===== config.mk =====
export PLATFORM = sky130hd
export DESIGN_NAME = dsp_dry_splitter
export DESIGN_NICKNAME = d
export VERILOG_FILES = /design/src/rtl/dsp_dry_splitter.sv
export SDC_FILE = /design/constraint.sdc
export NUM_CORES = 1
export LEC_CHECK = 0
export ABC_AREA = 1
export CORE_AREA = 2 2 116 118
export DETAILED_ROUTE_END_ITERATION = 10
export DIE_AREA = 0 0 118 120
export GPL_ROUTABILITY_DRIVEN = 0
export PLACE_DENSITY = 0.74
export SYNTH_ARGS = -nofsm -noshare
export SYNTH_HDL_FRONTEND = slang
export SYNTH_SLANG_ARGS = --single-unit

===== constraint.sdc =====
create_clock -name clk_i -period 1.75 [get_ports clk_i]
set_input_delay 0.525 -clock clk_i [delete_from_list [all_inputs] [get_ports clk_i]]
set_output_delay 0.525 -clock clk_i [all_outputs]
set_load 0.1 [all_outputs]

===== src/rtl/dsp_dry_splitter.sv =====
// Wet/dry splitter: forwards each sample to the effect chain and queues a dry
// copy that is released when the matching wet sample comes back.
module dsp_dry_splitter #(
    parameter int WIDTH = 16,
    parameter int DEPTH = 8
) (
    input  logic                   clk_i,
    input  logic                   rst_n_i,
    input  logic [WIDTH-1:0]       pktIn_i,
    input  logic                   pktInChanged_i,
    input  logic                   pktWetChanged_i,
    input  logic                   clrFlags_i,
    output logic [WIDTH-1:0]       pktFx_o,
    output logic                   pktFxChanged_o,
    output logic [WIDTH-1:0]       pktDry_o,
    output logic                   pktDryPopped_o,
    output logic [$clog2(DEPTH):0] level_o,
    output logic                   overflow_o,
    output logic                   underflow_o
);

    localparam int PW = $clog2(DEPTH);
    localparam int LW = PW + 1;

    logic             run_q;
    logic [WIDTH-1:0] mem [DEPTH];
    logic [PW-1:0]    wr_ptr;
    logic [PW-1:0]    rd_ptr;
    logic [LW-1:0]    level_q;

    logic push_req;
    logic pop_req;
    logic full;
    logic empty;
    logic do_push;
    logic do_pop;
    logic ovf_set;
    logic unf_set;

    // Strobes are ignored until the edge after reset release has been seen.
    always_ff @(posedge clk_i or negedge rst_n_i) begin
        if (!rst_n_i) begin
            run_q <= 1'b0;
        end else begin
            run_q <= 1'b1;
        end
    end

    assign push_req = pktInChanged_i && run_q;
    assign pop_req  = pktWetChanged_i && run_q;
    assign full     = (level_q == LW'(DEPTH));
    assign empty    = (level_q == '0);
    assign do_pop   = pop_req && !empty;
    assign do_push  = push_req && (!full || pop_req);
    assign ovf_set  = push_req && full && !pop_req;
    assign unf_set  = pop_req && empty;

    always_ff @(posedge clk_i) begin
        if (do_push) begin
            mem[wr_ptr] <= pktIn_i;
        end
    end

    always_ff @(posedge clk_i or negedge rst_n_i) begin
        if (!rst_n_i) begin
            wr_ptr         <= '0;
            rd_ptr         <= '0;
            level_q        <= '0;
            pktFx_o        <= '0;
            pktFxChanged_o <= 1'b0;
            pktDryPopped_o <= 1'b0;
            overflow_o     <= 1'b0;
            underflow_o    <= 1'b0;
        end else begin
            pktFxChanged_o <= push_req;
            if (push_req) begin
                pktFx_o <= pktIn_i;
            end

            if (do_push) begin
                wr_ptr <= wr_ptr + PW'(1);
            end
            if (do_pop) begin
                rd_ptr <= rd_ptr + PW'(1);
            end
            pktDryPopped_o <= do_pop;

            unique case ({do_push, do_pop})
                2'b10:   level_q <= level_q + LW'(1);
                2'b01:   level_q <= level_q - LW'(1);
                default: level_q <= level_q;
            endcase

            // A new error outranks a coincident clear.
            if (ovf_set) begin
                overflow_o <= 1'b1;
            end else if (clrFlags_i) begin
                overflow_o <= 1'b0;
            end
            if (unf_set) begin
                underflow_o <= 1'b1;
            end else if (clrFlags_i) begin
                underflow_o <= 1'b0;
            end
        end
    end

    assign level_o  = level_q;
    assign pktDry_o = empty ? '0 : mem[rd_ptr];

endmodule


# --- After elaboration in Yosys (flattened, before gate mapping) ---
# Memory sizes are Yosys's and may differ from the RTL's.
# Index checks and enable logic that the tools add are counted.
word_totals:
  reg_bits: 31
  ramBits: 128
  wordCells: 39
  n_memories: 1
memory_table:
  columns: ["memory", "words", "width", "rd", "rd_ports_with_merged_regs", "wr", "line", "rtl"]
  rows:
  - ["mem", 8, 16, 1, 0, 1, "26", "logic [WIDTH-1:0] mem [DEPTH];"]
classes:
  n_addsub: 4
  eq_ne: 3
  muxes: 7
  n_reduce_logical: 15
ops:
  columns: ["op", "n"]
  rows:
  - ["2-to-1 mux 16 bit", 1]
  - ["one-hot mux 4 bit (2 select lines)", 1]
  - ["logical AND 1 bit", 7]
  - ["adder 3 x 1 -> 3 bit, second input constant", 2]
  - ["nonzero test 2 bit", 3]
  - ["2-to-1 mux 1 bit", 5]
  - ["adder 4 x 1 -> 4 bit, second input constant", 1]
  - ["equality test 4 bit, second input constant", 1]
  - ["logical NOT 4 bit", 1]
  - ["subtractor 4 x 1 -> 4 bit, second input constant", 1]
  - ["logical NOT 1 bit", 3]
  - ["equality test 2 x 1 -> 1 bit, second input constant", 1]
  - ["equality test 2 bit, second input constant", 1]
  - ["logical OR 1 bit", 1]

# --- Logic depth before layout (Yosys ltp) ---
logic_depth:
  depth_word: 6
  depth_mapped: 13
  mapped_depth_nobuf: 13

# --- Worst setup path after synthesis ---
# OpenSTA, ideal clock, no wires.
synth_path:
  path_kind: "register -> output"
  from: "register level_q[3] (netlist: level_o[3])"
  to: "output pktDry_o[10]"
  arrival_ps: 2796
  t_required_ps: 1225
  path_slack_ps: -1571
  stages_incl_launch_ff: 6
  path_buffers: 1
  cell_sequence: "dfrtp_1 -> nor2_1 -> nand2_2 -> buf_2 -> nand2_1 -> nor2_1"
synth_via:
  elab_chain_len: 2
synth_lines:
  columns: ["item", "line", "rtl"]
  rows:
  - ["start, declared", "29", "logic [LW-1:0] level_q;"]
  - ["start signal, assigned", "89", "2'b10: level_q <= level_q + LW'(1);"]
  - ["start signal, assigned", "90", "2'b01: level_q <= level_q - LW'(1);"]
  - ["start signal, assigned", "91", "default: level_q <= level_q;"]
  - ["logical NOT 4 bit", "52", "assign empty = (level_q == '0);"]
  - ["2-to-1 mux 16 bit", "109", "assign pktDry_o = empty ? '0 : mem[rd_ptr];"]
  - ["end, declared", "15", "output logic [WIDTH-1:0] pktDry_o,"]
# Every way passes these cells.

# --- Worst setup path after layout ---
layout_path:
  from: "register rd_ptr[0]"
  to: "output pktDry_o[1]"
layout_via:
  elab_chain_len: 2
layout_lines:
  columns: ["item", "line", "rtl"]
  rows:
  - ["start, declared", "28", "logic [PW-1:0] rd_ptr;"]
  - ["start signal, assigned", "84", "rd_ptr <= rd_ptr + PW'(1);"]
  - ["memory read (8 x 16 bit)", null, null]
  - ["2-to-1 mux 16 bit", "109", null]
# Every way passes these cells.

==> impl_metrics.toml <==
[grt]
grt_pass1_vias = 4681
grt_pass1_wl_um = 24700
grt_max_degree = 32
grt_usage_pct = 23.3
antenna_found_initial = 0
gr-total-overflow = 0

[timing]
post-route-period-util_pct = 141
drv_slew = 0
skew_ns = 0.0125
rsz0062_at_grt = "true"
finalWorstSetupSlack_ns = -0.720
hold_viol_final = 0
fin_setup_tns_ns = -10.99
final-setup-viol-count = 34
fin_crit_ns = 2.47
max_freq_mhz = 405

[clock_network]
cts_buffer_depth = 2
clk_pin_slew_ns = 0.06
root_buffer = "clkbuf_16"
cts.sinks = 159
cts_tree = "built"
cts_hold_buf = 0
numCtsBuffers = 17
clock_latency_ns = 0.43
h-tree-depth = 4

[synthesis]
synth.area.mux_share_pct = 0
syn_area_mm2 = 0.00649
yosysTopAreaCell = "edfxtp_1"
synthFlopType = "edfxtp_1"
avgSynthCellArea_um2 = 12.1
synthAdderAreaFrac_pct = 0.964
synth_fp_nets = 563
synth_xor_area_share_pct = 0.810
synth_seq_cells = 159
synthTopCellsByArea = "edfxtp_1, dfrtp_1, nor2_1, nand2_1, o21ai_0"
synth_compound_area_share_pct = 9.76
synth_top_family_by_area = "simple AND/OR/NAND/NOR gates"
synth_edf_count = 128
synth.top_cell.area_share_pct = 59.2
synth_cells = 537
ys_seq_area_share_pct = 71.2
synth_simple_gate_area_share_pct = 13.4
synth_cell_types = 26
async_reset_ff_share_pct = 19.5
yosysWarnings = 0

[floorplan]
chipWidth_um = 118
initial_core_util_pct = 50.0
ioPinCount = 61
die-height_um = 120
rows = 42
coreArea_mm2 = 0.0130
die_area_mm2 = 0.0142

[route]
postRouteAntennaNets = 0
vias = 4541
drt-vias-per-instance = 5.54
drc = 0
drtPass1Iterations = 5
drtIter0Drc = 481
wirelength_um = 16100
routedWlPerCell_um = 19.7

[final_layout]
stdcell_area_mm2 = 0.00908
final_layout_size_suffix_gt1_share_pct = 30.6
area_growth_pct = 39.9
final_nets = 656
antennaDiodeCount = 0

[setup_path]
crit_top_cell = "buf_12"
critPathTopFamily = "buffers and inverters"
worst_ep_arrival_time_ns = 1.95
startpoint = "rd_ptr[0]$_DFFE_PN0P_"
crit_fanout = 14
endpoint = "pktDry_o[1]"
cp.depth = 7
crit_path_end_kind = "output pin"
r2r_setup_slack_ns = -0.17
rr_worst_depth = 11
r2r-end = "level_o[2]$_DFFE_PN0P_"
path_class = "flop to output pin"
cp_cell_sequence = "clkinv_4 -> buf_12 -> o21ai_1 -> o22ai_1 -> nor2_2 -> nor2_4 -> buf_12"
r2r-start = "level_o[0]$_DFFE_PN0P_"
critPathSlowestCell = "dfrtp_2"
crit_required_ns = 1.22
crit_buf_inv = 3
start_kind = "flop"
slowest_delay_ns = 0.48

[status]
status = "finished with violations"
violations = "negative setup slack"

[placement]
portBuffers = 60
dpl_cell_area_mm2 = 0.00817
preCtsSetupSlack_ns = -0.639
place_hpwl_um = 9080

[flow_run]
max-cap-violations = 0

[min_path]
hold_path.class = "input port to asynchronous set/reset pin"
-- cell families (layout without fill, tap and decap cells) --
| kind of cell | after synthesis | after routing |
|---|---|---|
| xor+xnor | 6 | 6 |
| buf+inv | 42 | 148 |
| simple gates | 221 | 221 |
| flops | 159 | 159 |
| fa+ha+maj | 5 | 5 |
| other cells | 1 | 1 |
| compound gates | 103 | 103 |
-- Yosys cell counts (4+ instances only) --
master    number
o21ai_1       28
nor2_2         5
edfxtp_1     128
clkbuf_1       4
o21ai_0       39
ha_1           5
buf_2         13
nor2_1       120
dfrtp_1       31
o211ai_2      11
o211ai_1       5
buf_6          8
o22ai_1       18
inv_1         11
nand2_1       86
nand3_1        5
-- timing repair --
action / in CTS / in global routing
setup endpoints to repair: 117 / 95
resized for setup: 34 / 42
buffers inserted: 2 / 6
hold endpoints to repair: 0 / 0
gates cloned: 1 / 2
pin swaps: 7 / 12
-- worst min path at each step --
stage,endpoint
after floorplan,overflow_o$_DFFE_PN0P_
after global placement,pktFx_o[4]$_DFFE_PN0P_
after detailed placement,pktFx_o[7]$_DFFE_PN0P_
after CTS,pktFx_o[7]$_DFFE_PN0P_
after global routing,pktFx_o[7]$_DFFE_PN0P_
final,pktFx_o[7]$_DFFE_PN0P_
-- per-layer routing --
metal  up-vias  track usage (%)  share of wire [%]
met5         -                0                  0
met4         0             10.1                2.3
met3        30             5.85                7.5
met2       205             39.3                 52
met1      2241             28.7                 39
li1       2065                -                  -
-- cells in the final DEF (no fill, tap or decap), types with 3 or more instances in the layout --
master / count
buf_12: 55
buf_4: 14
buf_6: 7
buf_8: 3
bufinv_16: 3
clkbuf_16: 20
clkdlybuf4s50_1: 19
clkinv_4: 4
clkinvlp_4: 4
dfrtp_1: 25
dfrtp_4: 4
edfxtp_1: 128
inv_1: 8
inv_2: 3
nand2_1: 82
nand2_2: 4
nand2_4: 3
nand3_1: 4
nor2_1: 82
nor2_2: 18
nor2_4: 25
o211ai_1: 5
o211ai_2: 11
o21ai_0: 20
o21ai_1: 43
o21ai_2: 4
o22ai_1: 16
xor2_1: 3
-- state kept, by name, summed over array words and instances (netlist names) --
signal and cells:
level_o 4, wr_ptr 3, pktFxChanged_o 1, underflow_o 1, mem 128, rd_ptr 3
overflow_o 1, pktDryPopped_o 1, pktFx_o 16, run_q 1
-- cell type report --
class | count | area [um^2]
Clock buffer | 19 | 433
Clock inverter | 13 | 163
Fill cell | 827 | 3900
Inverter | 14 | 65.1
Multi-Input combinational cell | 336 | 1950
Sequential cell | 159 | 4640
Tap cell | 176 | 220
Timing Repair Buffer | 102 | 1600
-- stage by stage --
stage	hold WS, ns	instances	util, %
3_3_place_gp	0.533	778	62.9
3_5_place_dp	0.531	778	62.9
6_report	0.460	819	69.9
4_1_cts	0.458	813	68.7
5_1_grt	0.467	819	69.9
2_1_floorplan	0.229	537	-
Power is left out: the tool's default activity adds up to more than one toggle a clock period on the data nets, which glitch-free logic cannot reach.
